`config.mk`:
```
export PLATFORM = sky130hd
export DESIGN_NAME = fetch_prefetch_queue
export DESIGN_NICKNAME = d
export VERILOG_FILES = /design/src/rtl/fetch_prefetch_queue.sv
export SDC_FILE = /design/constraint.sdc
export NUM_CORES = 1
export LEC_CHECK = 0
export BUFFER_PORTS_ARGS = -buffer_cell sky130_fd_sc_hd__buf_4
export CORE_AREA = 2 2 175 177
export DETAILED_ROUTE_END_ITERATION = 6
export DIE_AREA = 0 0 177 179
export PLACE_DENSITY = 0.77
export SYNTH_ARGS = -nofsm -noshare
export SYNTH_HDL_FRONTEND = slang
export SYNTH_SLANG_ARGS = --single-unit
```
`constraint.sdc`:
```
create_clock -name clk -period 4.05 [get_ports clk]
set_input_delay 0.405 -clock clk [delete_from_list [all_inputs] [get_ports clk]]
set_output_delay 0.405 -clock clk [all_outputs]
set_load 0.03 [all_outputs]
```
`src/rtl/fetch_prefetch_queue.sv`:
```
// Instruction fetch front end: issues PC-ordered imem requests and buffers returned
// instructions in an in-order show-ahead queue feeding decode.
module fetch_prefetch_queue #(
  parameter int                ADDR_W     = 32,
  parameter int                DATA_W     = 32,
  parameter int                DEPTH      = 4,
  parameter int                MAX_OUTST  = 2,
  parameter logic [ADDR_W-1:0] RESET_PC   = 32'h0000_0000,
  parameter logic [ADDR_W-1:0] EXC_VECTOR = 32'h8000_0180,
  parameter int                PC_STEP    = 4
) (
  input  logic                       clk,
  input  logic                       rst,
  input  logic                       hold_pc,
  input  logic                       hold_if,
  input  logic                       br,
  input  logic [ADDR_W-1:0]          pc_branch,
  input  logic                       except,
  output logic                       imem_req,
  output logic [ADDR_W-1:0]          imem_addr,
  input  logic                       imem_valid,
  input  logic [DATA_W-1:0]          imem_data,
  output logic [ADDR_W-1:0]          pc_out,
  output logic [DATA_W-1:0]          inst_out,
  output logic                       inst_valid,
  output logic [$clog2(DEPTH):0]     q_count
);

  localparam int PW = $clog2(DEPTH);
  localparam int CW = PW + 1;
  localparam int TW = (MAX_OUTST > 1) ? $clog2(MAX_OUTST) : 1;

  typedef struct packed {
    logic [ADDR_W-1:0] pc;
    logic [DATA_W-1:0] inst;
  } entry_t;

  entry_t            q_mem   [DEPTH];
  logic [ADDR_W-1:0] tag_mem [MAX_OUTST];

  logic [ADDR_W-1:0] pc, last_pc, target;
  logic [PW-1:0]     rd_ptr, wr_ptr;
  logic [TW-1:0]     tag_wr, tag_rd;
  logic [CW-1:0]     count, outst, discard;
  logic [CW:0]       slots;
  logic              redirect, push, pop;

  function automatic logic [TW-1:0] tag_inc(input logic [TW-1:0] p);
    return (p == TW'(MAX_OUTST - 1)) ? '0 : p + TW'(1);
  endfunction

  assign redirect = br | except;
  assign target   = except ? EXC_VECTOR : pc_branch;

  // Queue slots are reserved at issue time, so responses never need back-pressure.
  assign slots    = {1'b0, count} + {1'b0, outst};
  assign imem_req = !rst && !redirect && !hold_pc &&
                    (outst < CW'(MAX_OUTST)) && (slots < (CW+1)'(DEPTH));
  assign imem_addr = pc;

  assign inst_valid = (count != '0);
  assign push       = imem_valid && (discard == '0) && !redirect;
  assign pop        = inst_valid && !hold_if && !redirect;

  assign pc_out   = inst_valid ? q_mem[rd_ptr].pc : last_pc;
  assign inst_out = inst_valid ? q_mem[rd_ptr].inst : '0;
  assign q_count  = count;

  always_ff @(posedge clk or posedge rst) begin
    if (rst) begin
      pc      <= RESET_PC;
      last_pc <= '0;
      outst   <= '0;
      discard <= '0;
      count   <= '0;
      rd_ptr  <= '0;
      wr_ptr  <= '0;
      tag_wr  <= '0;
      tag_rd  <= '0;
    end else begin
      outst <= outst + CW'(imem_req) - CW'(imem_valid);
      if (imem_req)   tag_wr  <= tag_inc(tag_wr);
      if (imem_valid) tag_rd  <= tag_inc(tag_rd);
      if (pop)        last_pc <= q_mem[rd_ptr].pc;
      if (redirect) begin
        // Everything still in flight belongs to the old path; drop it on return.
        pc      <= target;
        discard <= outst - CW'(imem_valid);
        count   <= '0;
        rd_ptr  <= wr_ptr;
      end else begin
        if (imem_req) pc <= pc + ADDR_W'(PC_STEP);
        if (imem_valid && (discard != '0)) discard <= discard - CW'(1);
        if (push) wr_ptr <= wr_ptr + PW'(1);
        if (pop)  rd_ptr <= rd_ptr + PW'(1);
        count <= count + CW'(push) - CW'(pop);
      end
    end
  end

  always_ff @(posedge clk) begin
    if (imem_req) tag_mem[tag_wr] <= pc;
    if (push)     q_mem[wr_ptr]   <= '{pc: tag_mem[tag_rd], inst: imem_data};
  end

  a_no_spurious_rsp: assert property (@(posedge clk) disable iff (rst) imem_valid |-> (outst != '0));
  a_count_bound:     assert property (@(posedge clk) disable iff (rst) count <= CW'(DEPTH));
  a_outst_bound:     assert property (@(posedge clk) disable iff (rst) outst <= CW'(MAX_OUTST));

endmodule

```
==> reports/results.tsv <==
metric	value	unit
cts_buffers	42	
syn_area	0.0162	mm2
syn_inst	905	
skew	0.0172	ns
wl_per_cell	19.9	um
synth.most_common_cell	edfxtp_1	
ys_async_sr_fraction	19.8	%
fp.dieH	179	um
htreeDepth	2	
drtIter0Drc	645	
worst_ep_arrival_time	2.82	ns
slew_headroom	23.8	%
via_per_inst	5.60	
fin_nets	1187	
clock_latency	0.52	ns
dieArea	0.0317	mm2
grt_use_total	19.8	%
synth_nets	994	
drive_above_1_share	37.9	%
cts.sinks	399	
wl_met2	14700	um
grt_max_degree	66	
cts_resized	0	
cts_tree	yes	
ir_worst_vdd	0.377	mV
std_cell_rows	64	
tns	0	ns
synthFlopType	edfxtp_1	
slew_violations	0	
critical_path_class	reg -> out	
synth.area.top_cells	edfxtp_1 (59%), dfrtp_1 (12%), mux4_2 (8.9%)	
dr.pass1.iters	5	
cts_hold_buf	1	
critPathLaunchType	flop	
timing_hold_violations_final	0	
io_pins	172	
ys_seq_elements	399	
die_x	177	um
wl_met1	13500	um
yosysSeqAreaShare	71.5	%
required	3.64	ns
cp-end-kind	output pin	
cellPowerDensity	541	mW/mm2
hold_slack	0.0861	ns
place_hpwl	19500	um
cts_root_buffer	clkbuf_16	
tightestPinTransition	1.14	ns
grt_overflow_total	0	
grt_pass1_vias	8584	
vias	8556	
min_period_over_period	79.7	%
core_area	0.0300	mm2
cap_violations	0	
yosys_warnings	0	
clk_path_buf_depth	3	
synthToLayoutAreaGrowth	19.8	%
post_cts_buffers	0	
yosys.area.top_type	edfxtp_1	
yosysUniqueCellTypes	46	
cp_max_fo	65	
rsz0062_at_grt	no	
diodes	0	
finalSetupViolCount	0	
io_buffers	171	
start_util	53.9	%
period_needed	3.23	ns
status	complete, no violations	
hold_class	in -> reg	
syn_avg_cell_area	17.9	um2
antenna_found_initial	0	
wirelength	30500	um
clock.fmax	0.310	GHz
yosysTopAreaCellShare	59.3	%
grt_pass1_wl	48000	um
ant_nets	0	
clk_pin_slew	0.06	ns
drc_errors	0	
synth_edf_count	320	
wl_met3	1770	um
place.gp.congestion	0.819	
synth_commonest_cells	edfxtp_1 (320), mux2_2 (96), dfrtp_1 (79), mux4_2 (64), and2_1 (41)	
p_leak	7.17	nW
highest_layer	met4	
cell usage in the layout (no fill, tap or decap), drive strengths merged, types with 6 or more instances in the layout:
| cell type | Yosys | layout |
|---|---|---|
| dfrtp | 79 | 79 |
| ha | 16 | 16 |
| inv | 28 | 29 |
| nor3 | 13 | 13 |
| nand3 | 11 | 11 |
| mux2 | 96 | 96 |
| xor2 | 7 | 7 |
| nor2 | 32 | 32 |
| o21ai | 17 | 17 |
| nor4 | 10 | 10 |
| a21oi | 13 | 13 |
| clkinv | 1 | 10 |
| nand4 | 13 | 13 |
| and2 | 41 | 41 |
| xnor2 | 19 | 19 |
| a211oi | 14 | 14 |
| or3 | 6 | 6 |
| clkbuf | 27 | 60 |
| nand2 | 26 | 26 |
| buf | 17 | 192 |
| mux4 | 64 | 64 |
| edfxtp | 320 | 320 |
layout make-up:
| cell class | count | area [um2] |
|---|---|---|
| Clock buffer | 60 | 1190 |
| Clock inverter | 17 | 190 |
| Tap cell | 396 | 495 |
| Timing Repair Buffer | 193 | 1490 |
| Inverter | 29 | 109 |
| Multi-Input combinational cell | 433 | 4340 |
| Fill cell | 2065 | 10600 |
| Sequential cell | 399 | 11600 |
critical path, cell delays in order (launching register included):
cell,delay [ns]
dfrtp_1,0.46
nor3_1,0.54
inv_2,0.57
mux2_2,0.48
buf_4,0.17
worst paths after layout:
kind                                        start                        end  slack, ns  cells past startpoint
setup / recovery             q_count[1]$_DFF_PP0_                 pc_out[25]       0.82                      4
hold / removal                      imem_data[25]     q_mem[0][25]$_DFFE_PP_       0.09                      1
setup reg to reg             q_count[1]$_DFF_PP0_  imem_addr[31]$_DFFE_PP0P_       1.33                      6
hold reg to reg            last_pc[2]$_DFFE_PP0P_     last_pc[2]$_DFFE_PP0P_       0.50                      1
max in group asynchronous                     rst    last_pc[23]$_DFFE_PP0P_       2.75                      4
min in group asynchronous                     rst         outst[0]$_DFF_PP0_       0.48                      3
state kept, by name, indices dropped and copies added, names as in the netlist:
signal and count:
q_mem 256, tag_mem 64, imem_addr 32, last_pc 32, discard 3, outst 3
q_count 3, rd_ptr 2, wr_ptr 2, tag_rd 1, tag_wr 1
layer usage:
| layer | up-vias | track usage (%) |
|---|---|---|
| li1 | 3914 | - |
| met1 | 4295 | 28.8 |
| met2 | 303 | 31.7 |
| met3 | 44 | 3.20 |
| met4 | 0 | 4.86 |
| met5 | - | 0 |
through the flow:
step	instance area (um2)	std cells	util, %	power, W	worst slack (ns)
after CTS	19400	1527	64.6	0.0106	0.732
after detailed placement	18000	1449	60.0	0.00685	1.18
after global routing	19400	1527	64.6	0.0110	0.580
final	19400	1527	64.6	0.0105	0.823
after global placement	18000	1449	60.0	0.00681	1.20
after floorplan	16200	905	-	0.00626	0.573
cell families (layout without fill, tap and decap cells):
kind of cell / after synthesis / after routing / share of synthesized area, %
compound gates: 60 / 60 / 2.40
xor+xnor: 26 / 26 / 1.41
fa+ha+maj: 18 / 18 / 1.48
buf+inv: 73 / 299 / 1.76
flops: 399 / 399 / 71.5
mux: 162 / 162 / 15.7
simple gates: 167 / 167 / 5.70
power by group:
group	switching [W]	internal [W]	total, W
clock	0.00147	0.00230	0.00377
combinational	0.000799	0.000915	0.00171
sequential	0.000327	0.00470	0.00502
total	0.00260	0.00791	0.0105
Note: power is estimated with default switching activity, not from simulation.
